[src/rtl/cpu8_program_feeder.sv]
// cpu8_program_feeder: program store and instruction sequencer for the 8-bit
// accumulator CPU. A host loads up to DEPTH words. A start request then streams
// them onto instr_out, one word per STEP cycles, while cpu_out is sampled into
// result. A one-cycle DRAIN slot with a NOP ends every run, followed by a done
// pulse.
// Optional feature: define FEEDER_LOOP_EN to wrap pc back to word 0 after the
// last word. The run then leaves RUN only on stop or on a HALT word.
module cpu8_program_feeder #(
  parameter int DEPTH = 16,
  parameter int STEP  = 1
) (
  input  logic       clk,
  input  logic       rst_n,
  input  logic       load_valid,
  input  logic [7:0] load_data,
  output logic       load_ready,
  input  logic       clear,
  input  logic       start,
  input  logic       stop,
  output logic [7:0] instr_out,
  input  logic [7:0] cpu_out,
  output logic [7:0] result,
  output logic       busy,
  output logic       done,
  output logic [3:0] pc,
  output logic [4:0] prog_len
);

  typedef enum logic [1:0] {
    S_IDLE,
    S_RUN,
    S_DRAIN
  } state_t;

  localparam int            SW        = (STEP > 1) ? $clog2(STEP) : 1;
  localparam logic [SW-1:0] STEP_LAST = SW'(STEP - 1);
  localparam logic [4:0]    DEPTH_LEN = 5'(DEPTH);
  localparam logic [3:0]    OP_HALT   = 4'hF;

  logic [7:0]    mem [DEPTH];
  state_t        state, state_d;
  logic [3:0]    pc_d;
  logic [4:0]    len_d;
  logic [SW-1:0] step_cnt, step_d;
  logic [7:0]    cur_word;
  logic          cur_halt;
  logic          last_word;
  logic          step_end;
  logic          load_fire;

  // Decode the current word and drive the outputs. A HALT word is never driven.
  always_comb begin
    cur_word   = mem[pc];
    cur_halt   = (cur_word[7:4] == OP_HALT);
    last_word  = ({1'b0, pc} == (prog_len - 5'd1));
    step_end   = (step_cnt == STEP_LAST);
    load_ready = (state == S_IDLE) && (prog_len < DEPTH_LEN) && !start && !clear;
    load_fire  = load_valid && load_ready;
    busy       = (state != S_IDLE);
    instr_out  = ((state == S_RUN) && !cur_halt) ? cur_word : 8'h00;
  end

  // Next-state logic for the sequencer, the program counter and the word count.
  // NOTE: every variable gets a default first, so no path can infer a latch.
  always_comb begin
    state_d = state;
    pc_d    = pc;
    step_d  = step_cnt;
    len_d   = prog_len;
    case (state)
      S_IDLE: begin
        if (clear) begin
          len_d = 5'd0;
        end else begin
          if (load_fire) len_d = prog_len + 5'd1;
          if (start && (prog_len != 5'd0)) begin
            state_d = S_RUN;
            pc_d    = 4'd0;
            step_d  = '0;
          end
        end
      end
      S_RUN: begin
        if (stop || cur_halt) begin
          state_d = S_DRAIN;
        end else if (step_end) begin
          step_d = '0;
          if (last_word) begin
`ifdef FEEDER_LOOP_EN
            pc_d = 4'd0;
`else
            state_d = S_DRAIN;
`endif
          end else begin
            pc_d = pc + 4'd1;
          end
        end else begin
          step_d = step_cnt + 1'b1;
        end
      end
      S_DRAIN: state_d = S_IDLE;
      default: state_d = S_IDLE;
    endcase
  end

  // State and control registers. done marks the cycle after DRAIN.
  // NOTE: sequential state uses non-blocking assignments only, so every flop
  // samples the values from before the edge.
  always_ff @(posedge clk or negedge rst_n) begin
    if (!rst_n) begin
      state    <= S_IDLE;
      pc       <= 4'd0;
      step_cnt <= '0;
      prog_len <= 5'd0;
      result   <= 8'h00;
      done     <= 1'b0;
    end else begin
      state    <= state_d;
      pc       <= pc_d;
      step_cnt <= step_d;
      prog_len <= len_d;
      done     <= (state == S_DRAIN);
      if (busy) result <= cpu_out;
    end
  end

  // Program store write port.
  // NOTE: the memory has no reset. prog_len alone decides which words are
  // valid, and stored words survive both clear and reset.
  always_ff @(posedge clk) begin
    if (load_fire) mem[prog_len[3:0]] <= load_data;
  end

endmodule

[config.mk]
export PLATFORM = sky130hd
export DESIGN_NAME = cpu8_program_feeder
export DESIGN_NICKNAME = d
export VERILOG_FILES = /design/src/rtl/cpu8_program_feeder.sv
export SDC_FILE = /design/constraint.sdc
export NUM_CORES = 1
export LEC_CHECK = 0
export ABC_CLOCK_PERIOD_IN_PS = 3600
export CORE_MARGIN = 2
export CORE_UTILIZATION = 60
export CTS_CLUSTER_SIZE = 8
export DETAILED_ROUTE_END_ITERATION = 10
export DONT_BUFFER_PORTS = 1
export GPL_ROUTABILITY_DRIVEN = 0
export PLACE_DENSITY = 0.83
export SYNTH_ARGS = -nofsm -noshare
export SYNTH_HDL_FRONTEND = slang
export SYNTH_SLANG_ARGS = --single-unit
export TNS_END_PERCENT = 50
[constraint.sdc]
create_clock -name clk -period 3.6 [get_ports clk]
set_clock_uncertainty 0.15 [all_clocks]
set_input_delay 0.54 -clock clk [delete_from_list [all_inputs] [get_ports clk]]
set_output_delay 0.54 -clock clk [all_outputs]
set_load 0.005 [all_outputs]
==> summary.md, run 1 <==
| Metric | Value |
|---|---|
| Power per cell area | `667.1 nW/um^2` |
| Post-route setup TNS | `0 ns` |
| Status | `completed` |
| Num CTS Buffers | `17` |
| CP max FO | `16` |
| Ys flop type | `edfxtp_1` |
| Largest net degree at the start of global routing | `38` |
| Post-synth ARST share | `0.1351` |
| Number of synthesized register bits | `between 100 and 150` |
| M3 GR Usage | `0.07607` |
| RSZ-0062 raised after global routing | `false` |
| Inserted Diodes | `0` |
| Final period utilization | `0.9768` |
| Gate power share | `0.226` |
| First-pass GRT wire length | `20,670 um` |
| Clock share of power | `0.336` |
| LEAKAGE | `about 2.6 nW` |
| DIE WIDTH | `approximately 110 um` |
| Syn nets | `~360` |
| Crit path DAT | `2.83 ns` |
| DRT Wirelength | `between 10,000 and 15,000 um` |
| Vias | `about 3,400` |
| Num rows | `37` |
| Mapped Area | `6205 um^2` |
| Post-synth EDFFs | `128` |
| R2R Path End | `mem[14][1]$_DFFE_PP_` |
| Post-route minimum period | `3.516 ns` |
| Sw power | `around 1.4 mW` |
| DR pass1 iterations | `5` |
| Clock Tree Root | `clkbuf_8` |
| Vias per inst | `6.590` |
| Longest Clk Path Bufs | `2` |
| HP Class | `input pin to register` |
| IR drop worst, VDD | `0.3576 mV` |
| Crit path launch type | `register` |
| Critical path, cell by cell | `mux4_1 > a22oi_1 > nand3_1 > nand4_2 > and3_1` |
| Yosys top cell area share | `0.6195` |
| Switching share of power | `0.2816` |
| Avg WL per Cell | `26.01 um` |
| Initial Util | `0.6092` |
| Worst slew pin tran | `0.8590 ns` |
| Fillers | `~560` |
| Antenna viol nets, final | `0` |
| Final-report setup violation count | `0` |
| Core area | `just over 10,000 um^2` |
| CP max stage delay | `0.63 ns` |
| Die Ht | `105.7 um` |
| Post-synth cell types | `between 40 and 50` |
| Max Slew Vio Count | `0` |
| Worst path slowest cell | `mux4_1` |
| CTS H-tree lvls | `4` |
| GRT met2 Usage | `0.4083` |
| RR Startpoint | `state[0]$_DFFE_PN0P_` |
| R2R depth | `7` |
| Sequential share of the synthesized area | `0.7001` |
| Clock sinks | `148` |
| R2r setup slk | `0.56 ns` |
| Hold-critical path depth | `3` |
| Antenna violations before repair | `0` |
| GRT Total Usage | `0.2631` |
| Worst Setup Path Type | `register to primary output` |
| GRT met1 Usage | `0.3308` |
| Most used routing layer | `met2` |
| Slew Limit Headroom | `0.4255` |
| Mean area per synthesized cell | `18.97 um^2` |
| Total power | `a little under 5 mW` |
| Fin. Hold Viols | `0` |
| Area Growth Syn to Fin | `15.99%` |
| TritonCTS clock tree | `built` |
| Top Ports | `50` |
| Synth area leader | `edfxtp_1` |
| Synth Instances | `between 300 and 400` |
| Layout cells sized above 1 | `0.2047` |
| Top cells by area, synth | `edfxtp_1 (62%), mux4_1 (13%), dfrtp_1 (8.1%)` |
| Number of port buffers | `0` |
| Type of element capturing the critical path | `primary output` |
| Int Power | `3.449 mW` |
| Synthesis Warnings | `0` |
| Worst Path Required | `2.91 ns` |
| Number of global-route vias before repair | `3,526` |
| Max Fclk | `284.4 MHz` |
| Die area | `11,170 um^2` |
| Max-cap check violation count | `0` |
| Hold Crit Start | `stop` |
| Hold Path Sink | `state[0]$_DFFE_PN0P_` |
| Worst-Skew Late Latency | `0.53 ns` |
| Starting DRT DRC Count | `between 400 and 500` |
| Detail Placement HPWL | `7976 um` |
| Clock slew at reported path FFs | `around 0.060 ns` |
| DRC Markers | `0` |
| Total congestion overflow | `0` |
| Sequential power share | `0.437` |
| Nets@finish | `401` |
==> power by group through the flow <==
| stage | Clock [mW] | Combinational [mW] | Sequential [mW] |
|---|---|---|---|
| detailed placement | 0 | 0.965 | 2.15 |
| floorplan | 0 | 0.882 | 2.05 |
| global route | 1.69 | 1.15 | 2.11 |
| global placement | 0 | 0.915 | 2.15 |
| CTS | 1.64 | 1.07 | 2.09 |
| finish | 1.62 | 1.09 | 2.10 |
==> synth_stat cells, types with 2 or more instances <==
| cell | count |
|---|---|
| a21oi_1 | 7 |
| a22oi_1 | 4 |
| and2_1 | 2 |
| and3_1 | 9 |
| buf_1 | 2 |
| buf_2 | 6 |
| buf_6 | 3 |
| clkbuf_1 | 3 |
| dfrtp_1 | 20 |
| edfxtp_1 | 128 |
| ha_1 | 6 |
| inv_1 | 2 |
| mux2_2 | 8 |
| mux2i_1 | 2 |
| mux4_1 | 31 |
| mux4_2 | 5 |
| nand2_1 | 17 |
| nand2b_1 | 3 |
| nand3_1 | 10 |
| nand4_1 | 3 |
| nor2_1 | 21 |
| nor2b_1 | 4 |
| nor3_1 | 2 |
| nor3b_1 | 4 |
| xnor2_1 | 2 |
| xor2_1 | 5 |
==> placed cells by master (no fill, tap or decap), drive strengths merged, types with 4 or more instances in the layout <==
master       netlist  final
a21oi              7      7
xor2               5      5
clkinv             0      4
dfrtp             20     20
mux4              36     36
a22oi              4      4
edfxtp           128    128
nor3b              4      4
inv                3      9
dlygate4sd3        0     18
nor2b              4      4
and3               9      9
mux2               8      8
ha                 6      6
nand2             17     17
nor2              22     22
nand3             10     10
buf               13     26
clkbuf             4     22
nand4              4      4
==> cell families (layout without fill, tap and decap cells) <==
group / count (synthesis) / after routing / synth area share
simple gates: 79 / 79 / 0.06372
mux: 46 / 46 / 0.1672
flops: 148 / 148 / 0.7001
fa+ha+maj: 6 / 6 / 0.01210
buf+inv: 20 / 79 / 0.02037
xor+xnor: 8 / 8 / 0.01250
compound gates: 20 / 20 / 0.02400
==> metal layers <==
metal	up-vias	wire, um
met4	0	743
met1	1703	5010
li1	1429	-
met2	237	6729
met5	-	0
met3	71	1092
==> critical path, delay by kind of cell (launching register included) <==
kind / cells / cell delay [ns]
AOI/OAI and AO/OA: 1 / 0.27
DFF: 1 / 0.61
muxes: 1 / 0.63
and+or+nand+nor: 3 / 0.77
==> stage by stage <==
stage | instances | hold slack (ns) | worst slack, ns | instance area [um^2] | util
global route | 522 | 0.1489 | 0.02257 | 7197 | 0.7066
CTS | 522 | 0.1011 | 0.1001 | 7197 | 0.7066
global placement | 471 | 0.09480 | 0.4293 | 6449 | 0.6332
floorplan | 327 | 0.09441 | 0.8707 | 6205 | -
finish | 522 | 0.1460 | 0.08358 | 7197 | 0.7066
detailed placement | 471 | 0.09483 | 0.3474 | 6449 | 0.6332
==> cell type report <==
type	count	area [um^2]	share of cell area
Sequential cell	148	4348	0.6041
Timing Repair Buffer	44	382.9	0.05320
Multi-Input combinational cell	159	1734	0.2410
Tap cell	136	170.2	0.02364
Clock inverter	10	65.06	0.009040
Inverter	3	11.26	0.001565
Clock buffer	22	485.5	0.06745
==> state kept, by name, indices dropped and copies added, names as in the netlist <==
name / cells
pc: 4
state: 2
prog_len: 5
result: 8
mem: 128
done: 1
==> worst max-delay path by stage <==
stage / start / endpoint / slack, ns / cells past startpoint
floorplan: pc[1]$_DFFE_PN0P_ / instr_out[1] / 0.87 / 7
global placement: pc[0]$_DFFE_PN0P_ / instr_out[3] / 0.43 / 4
detailed placement: pc[0]$_DFFE_PN0P_ / instr_out[5] / 0.35 / 5
CTS: pc[0]$_DFFE_PN0P_ / instr_out[0] / 0.10 / 5
global route: pc[0]$_DFFE_PN0P_ / instr_out[5] / 0.02 / 5
finish: pc[0]$_DFFE_PN0P_ / instr_out[5] / 0.08 / 5
==> what timing repair did <==
item | CTS | global route
hold buffers | 18 | 0
setup buffers | 1 | 0
gates resized for setup | 1 | 0
setup endpoints to repair | 8 | 0
hold endpoints to repair | 161 | 0
(Power assumes the default switching activity.)
==> run 2, diff against run 1 <==
--- a/config.mk
+++ b/config.mk
@@ -8,6 +8,7 @@
 export ABC_CLOCK_PERIOD_IN_PS = 3600
 export CORE_MARGIN = 2
 export CORE_UTILIZATION = 60
+export CTS_BUF_LIST = sky130_fd_sc_hd__clkbuf_2 sky130_fd_sc_hd__clkbuf_4 sky130_fd_sc_hd__clkbuf_8
 export CTS_CLUSTER_SIZE = 8
 export DETAILED_ROUTE_END_ITERATION = 10
 export DONT_BUFFER_PORTS = 1
==> run 2 against run 1 <==
Compared with the run above: cell count down 3.3%; core utilization down 3.3 points; setup slack better by 0.091 ns; global-route usage down 2.8 points; clock power down 23%; total power down 8.7%; register-to-register slack better by 0.03 ns; sequential share of layout area up 2.9 points; critical endpoint unchanged; non-clock buffer count down 17; largest power group unchanged.
==> summary.md, run 2 (same netlist as run 1, synthesis figures left out) <==
| Metric | Value |
|---|---|
| R2R Path End | `mem[14][1]$_DFFE_PP_` |
| Worst slew pin tran | `0.8650 ns (+0.006031 ns)` |
| Max Fclk | `292.0 MHz (+2.7%)` |
| Initial Util | `0.6092 (unchanged)` |
| DRC Markers | `0 (unchanged)` |
| Num rows | `37 (unchanged)` |
| Number of global-route vias before repair | `3,272 (-7.2%)` |
| Antenna violations before repair | `0 (unchanged)` |
| Worst-Skew Late Latency | `0.44 ns (-0.09 ns)` |
| Area Growth Syn to Fin | `10.63%` |
| CTS H-tree lvls | `4 (unchanged)` |
| DIE WIDTH | `105.7 um (unchanged)` |
| Fillers | `600 (+6.8%)` |
| Worst path slowest cell | `mux4_1` |
| Buf/Inv on CP | `0 (unchanged)` |
| Post-route minimum period | `3.425 ns (-0.09125 ns)` |
| Post-Layout Inst Area | `6864 um^2 (-4.6%)` |
| Layout cells sized above 1 | `0.2195 (+0.01485)` |
| Clock sinks | `148 (unchanged)` |
| IR drop worst, VDD | `0.4391 mV (+23%)` |
| Total congestion overflow | `0 (unchanged)` |
| Avg WL per Cell | `24.94 um (-4.1%)` |
| Hold Crit Start | `clear` |
| Placed instance count | `471 (unchanged)` |
| Fin. Hold Viols | `0 (unchanged)` |
| Max-cap check violation count | `0 (unchanged)` |
| Leading cell types in the layout, fill and taps excluded | `edfxtp_1 (128), mux4_1 (31), buf_4 (25)` |
| Vias per inst | `6.493 (-1.5%)` |
| Hold-critical path depth | `1 (-2)` |
| Vias | `3,279 (-4.7%)` |
| Critical path, cell by cell | `mux4_1 > a22oi_1 > nand3_1 > nand4_2 > and3_1` |
| CP max stage delay | `0.63 ns (about the same)` |
| WHS | `0.02561 ns (-0.1204 ns)` |
| Antenna viol nets, final | `0 (unchanged)` |
| GRT Total Usage | `0.2356 (-0.02751)` |
| R2R depth | `7 (unchanged)` |
| Total power | `4.382 mW (-8.7%)` |
| LEAKAGE | `2.419 nW (-5.6%)` |
| Place WS | `0.3474 ns (unchanged)` |
| Clock Tree Root | `clkbuf_8` |
| Crit path launch type | `register` |
| Top Ports | `50 (unchanged)` |
| Type of element capturing the critical path | `primary output` |
| CP max FO | `16 (unchanged)` |
| Fin util | `0.6740 (-0.03268)` |
| Footprint of the multi-input gates | `1734 um^2 (unchanged)` |
| Largest delay share family, worst path | `simple AND/OR/NAND/NOR gates` |
| Power per cell area | `638.4 nW/um^2 (-4.3%)` |
| Seq. cell area | `4348 um^2 (unchanged)` |
| Max reg flops | `128 (unchanged)` |
| RSZ-0062 raised after global routing | `false` |
| Die Ht | `105.7 um (unchanged)` |
| Final period utilization | `0.9514 (-0.02535)` |
| Starting DRT DRC Count | `347 (-18%)` |
| Die area | `11,170 um^2 (unchanged)` |
| Fin cells | `505 (-3.3%)` |
| DRT Wirelength | `12,600 um (-7.2%)` |
| Num CTS Buffers | `17 (unchanged)` |
| Core area | `10,180 um^2 (unchanged)` |
| Inserted Diodes | `0 (unchanged)` |
| Critical path depth | `5 (unchanged)` |
| DR pass1 iterations | `4 (-1)` |
| Placed cell area | `6449 um^2 (unchanged)` |
| Largest net degree at the start of global routing | `38 (unchanged)` |
| Number of port buffers | `0 (unchanged)` |
| Slew Limit Headroom | `0.4214 (-0.004034)` |
| HP Class | `input pin to register` |
| RR Startpoint | `state[0]$_DFFE_PN0P_` |
| Crit path DAT | `2.74 ns (-0.09 ns)` |
| R2r setup slk | `0.59 ns (+0.03 ns)` |
| Status | `completed` |
| Post-route setup TNS | `0 ns (unchanged)` |
| Setup ws final | `0.1748 ns (+0.09125 ns)` |
| Hold Path Sink | `prog_len[4]$_DFFE_PN0P_` |
| Worst Path Required | `2.91 ns (about the same)` |
| Commonest non-fill, non-tap cell in the layout | `edfxtp_1` |
| Detail Placement HPWL | `7976 um (unchanged)` |
| Final-report setup violation count | `0 (unchanged)` |
| TritonCTS clock tree | `built` |
| Worst Setup Path Type | `register to primary output` |
| Clock slew at reported path FFs | `0.08 ns (+0.02 ns)` |
| First-pass GRT wire length | `18,600 um (-10%)` |
| Max Slew Vio Count | `0 (unchanged)` |
| Nets@finish | `384 (-4.2%)` |
| Longest Clk Path Bufs | `2 (unchanged)` |
==> run 2: cell count changes in the layout (fill, tap and decap cells not counted) <==
| cell | delta |
|---|---|
| clkbuf_16 | -18 |
| dlygate4sd3_1 | -17 |
| clkbuf_8 | +16 |
| bufinv_16 | +2 |
| clkbuf_1 | -2 |
| clkbuf_4 | +2 |
==> run 2: how the worst max path moves through the flow <==
stage	from	to	slack (ns)
2_1_floorplan	pc[1]$_DFFE_PN0P_	instr_out[1]	0.87
3_3_place_gp	pc[0]$_DFFE_PN0P_	instr_out[3]	0.43
3_5_place_dp	pc[0]$_DFFE_PN0P_	instr_out[5]	0.35
4_1_cts	pc[0]$_DFFE_PN0P_	instr_out[5]	0.04
5_1_grt	pc[0]$_DFFE_PN0P_	instr_out[5]	0.09
6_report	pc[0]$_DFFE_PN0P_	instr_out[5]	0.17
==> run 2: report_power, final <==
group          internal (mW)  switching, mW  total [mW]
combinational          0.528          0.512        1.04
sequential              1.96          0.137        2.09
clock                  0.652          0.597        1.25
==> run 2: routing by layer <==
metal	part of all wire	global-route usage	wire, um
met1	0.39	0.3044	4859
met2	0.50	0.3765	6342
met3	0.071	0.05628	895
met4	0.040	0.1222	499
met5	0	0	0
==> run 2: area by class of cell <==
type,instances,share of cell area
well taps,136,0.02479
repair buffers,27,0.03099
clock buffers,20,0.03828
clock inverters,12,0.01823
inverters,3,0.001641
flip-flops and latches,148,0.6334
multi-input cells,159,0.2526
==> run 2: timing repair <==
item,CTS,global route
resized for setup,1,0
endpoints found under the hold margin,20,0
setup buffers,0,1
gates cloned,0,0
setup endpoints to repair,8,8
hold buffers,1,0
==> run 3, diff against run 2 <==
--- a/config.mk
+++ b/config.mk
@@ -6,6 +6,7 @@
 export NUM_CORES = 1
 export LEC_CHECK = 0
 export ABC_CLOCK_PERIOD_IN_PS = 3600
+export CAP_MARGIN = 0
 export CORE_MARGIN = 2
 export CORE_UTILIZATION = 60
 export CTS_BUF_LIST = sky130_fd_sc_hd__clkbuf_2 sky130_fd_sc_hd__clkbuf_4 sky130_fd_sc_hd__clkbuf_8
==> constraint.sdc (replaced) <==
create_clock -name clk -period 3.6 [get_ports clk]
set_clock_uncertainty 0.15 [all_clocks]
set_input_delay 0.72 -clock clk [delete_from_list [all_inputs] [get_ports clk]]
set_output_delay 0.72 -clock clk [all_outputs]
set_load 0.005 [all_outputs]
==> run 3 against run 2 <==
Compared with the run above: clock power hardly changed; via count is 1.3% higher; combinational power is 7% higher; cell area is 0.58% higher; maximum frequency is 1.3% lower; sequential power hardly changed; total power is 1.7% higher; routed wire length is 4.1% higher; global-route usage is 1.1 points higher; setup slack worse by 0.044 ns; critical path type unchanged; register-to-register slack worse by 0.03 ns.
==> summary.md, run 3 (same netlist as run 1, synthesis figures left out) <==
| Metric | Value |
|---|---|
| Worst slew pin tran | `0.9293 ns (+0.06427 ns)` |
| Post-route setup TNS | `0 ns (unchanged)` |
| Power per cell area | `645.5 nW/um^2 (+1.1%)` |
| Slew Limit Headroom | `0.3785 (-0.04298)` |
| Largest delay share family, worst path | `simple AND/OR/NAND/NOR gates` |
| CP max stage delay | `0.59 ns (-0.04 ns)` |
| Final period utilization | `0.9637 (+0.01227)` |
| Die Ht | `105.7 um (unchanged)` |
| RSZ-0062 raised after global routing | `false` |
| Top Ports | `50 (unchanged)` |
| Area Growth Syn to Fin | `11.27%` |
| Setup ws final | `0.1307 ns (-0.04416 ns)` |
| R2R Path End | `mem[14][1]$_DFFE_PP_` |
| Worst path slowest cell | `mux4_1` |
| LEAKAGE | `2.416 nW (-0.15%)` |
| Vias | `3,321 (+1.3%)` |
| Critical path, cell by cell | `buf_4 > mux4_1 > a22oi_1 > nand3_1 > nand4_4 > and3_1` |
| HP Class | `input pin to register` |
| Max Fclk | `288.2 MHz (-1.3%)` |
| Initial Util | `0.6092 (unchanged)` |
| Longest Clk Path Bufs | `2 (unchanged)` |
| TritonCTS clock tree | `built` |
| R2r setup slk | `0.56 ns (-0.03 ns)` |
| CP endpoint | `instr_out[4]` |
| Max-cap check violation count | `0 (unchanged)` |
| Number of global-route vias before repair | `3,245 (-0.83%)` |
| Leading cell types in the layout, fill and taps excluded | `edfxtp_1 (128), mux4_1 (31), buf_4 (26)` |
| Largest net degree at the start of global routing | `31 (-18%)` |
| Worst Path Required | `2.73 ns (-0.18 ns)` |
| Type of element capturing the critical path | `primary output` |
| DRT Wirelength | `13,120 um (+4.1%)` |
| Antenna viol nets, final | `0 (unchanged)` |
| CP Launch Point | `pc[0]$_DFFE_PN0P_` |
| CP max FO | `16 (unchanged)` |
| Detail Placement HPWL | `8075 um (+1.2%)` |
| CTS H-tree lvls | `4 (unchanged)` |
| Nets@finish | `386 (+0.52%)` |
| Fin. Hold Viols | `0 (unchanged)` |
| Critical path depth | `6 (+1)` |
| Antenna violations before repair | `0 (unchanged)` |
| Vias per inst | `6.550 (+0.88%)` |
| Die area | `11,170 um^2 (unchanged)` |
| Status | `completed` |
| Crit path DAT | `2.60 ns (-0.14 ns)` |
| DIE WIDTH | `105.7 um (unchanged)` |
| First-pass GRT wire length | `19,100 um (+2.7%)` |
| Buf/Inv on CP | `1 (+1)` |
| Max Slew Vio Count | `0 (unchanged)` |
| Total congestion overflow | `0 (unchanged)` |
| Layout cells sized above 1 | `0.2183 (-0.001183)` |
| Starting DRT DRC Count | `341 (-1.7%)` |
| DRC Markers | `0 (unchanged)` |
| DR pass1 iterations | `5 (+1)` |
| Place WS | `0.2694 ns (-0.07797 ns)` |
| Avg WL per Cell | `25.87 um (+3.7%)` |
| Worst-Skew Late Latency | `0.45 ns (about the same)` |
| Num CTS Buffers | `17 (unchanged)` |
| Clock sinks | `148 (unchanged)` |
| Clock slew at reported path FFs | `0.09 ns (about the same)` |
| Number of port buffers | `0 (unchanged)` |
| Num rows | `37 (unchanged)` |
| Crit path launch type | `register` |
| Commonest non-fill, non-tap cell in the layout | `edfxtp_1` |
| GRT Total Usage | `0.2467 (+0.01105)` |
| Clock Tree Root | `clkbuf_8` |
| Core area | `10,180 um^2 (unchanged)` |
| Worst Setup Path Type | `register to primary output` |
| Final-report setup violation count | `0 (unchanged)` |
| IR drop worst, VDD | `0.3306 mV (-25%)` |
| R2R depth | `7 (unchanged)` |
| Max reg flops | `128 (unchanged)` |
| Inserted Diodes | `0 (unchanged)` |
| RR Startpoint | `state[0]$_DFFE_PN0P_` |
| Hold-critical path depth | `1 (unchanged)` |
| Post-route minimum period | `3.469 ns (+0.04416 ns)` |
-- run 3: metal layers --
metal / routed length [um] / global-route usage / vias to the layer above
li1: - / - / 1394
met1: 4678 / 0.3096 / 1623
met2: 6344 / 0.3871 / 248
met3: 1531 / 0.08349 / 56
met4: 563 / 0.1241 / 0
met5: 0 / 0 / -
-- run 3: cell type report --
| type | instances | area (um^2) |
|---|---|---|
| multi-input combinational | 159 | 1743 |
| timing repair buffer | 29 | 236.5 |
| clock inverter | 14 | 153.9 |
| clock buffer | 18 | 241.5 |
| fill | 605 | 3281 |
| inverter | 3 | 11.26 |
| tap | 136 | 170.2 |
| sequential | 148 | 4348 |
-- run 3: where the power goes --
group | internal (mW) | switching [mW]
combinational | 0.561 | 0.548
clock | 0.632 | 0.631
sequential | 1.96 | 0.128
total | 3.15 | 1.31
-- run 3: what timing repair did --
action                                  4_1_cts  5_1_grt
hold buffers                                  1        0
buffers inserted                              1        3
endpoints found under the setup margin        8        8
hold endpoints to repair                     20        0
gates resized for setup                       1        1
-- run 3: worst min path at each step --
stage               startpoint  slack [ns]                      end
global placement         rst_n        0.27  prog_len[3]$_DFFE_PN0P_
global route             clear        0.17  prog_len[4]$_DFFE_PN0P_
detailed placement       rst_n        0.27  prog_len[3]$_DFFE_PN0P_
finish                   clear        0.19  prog_len[0]$_DFFE_PN0P_
CTS                      clear        0.18  prog_len[0]$_DFFE_PN0P_
floorplan                rst_n        0.27           done$_DFF_PN0_
-- run 3: worst reg2reg max path, cell delays in order, from the launching register on --
cell     delay (ns)
dfrtp_1        0.51
nor2_2         0.32
inv_2          0.18
nor4_1         0.37
and2_1         0.38
nand2_1        0.20
nor2_1         0.38
buf_4          0.25
-- run 3: metrics by stage --
step                cell area (um^2)  utilization  instances  hold slack, ns  total power [mW]
floorplan                       6205            -        327          0.2744             2.932
finish                          6904       0.6779        507          0.1943             4.457
detailed placement              6441       0.6324        470          0.2748             3.126
global route                    6904       0.6779        507          0.1744             4.617
CTS                             6860       0.6736        504          0.1812             4.405
global placement                6441       0.6324        470          0.2748             3.070
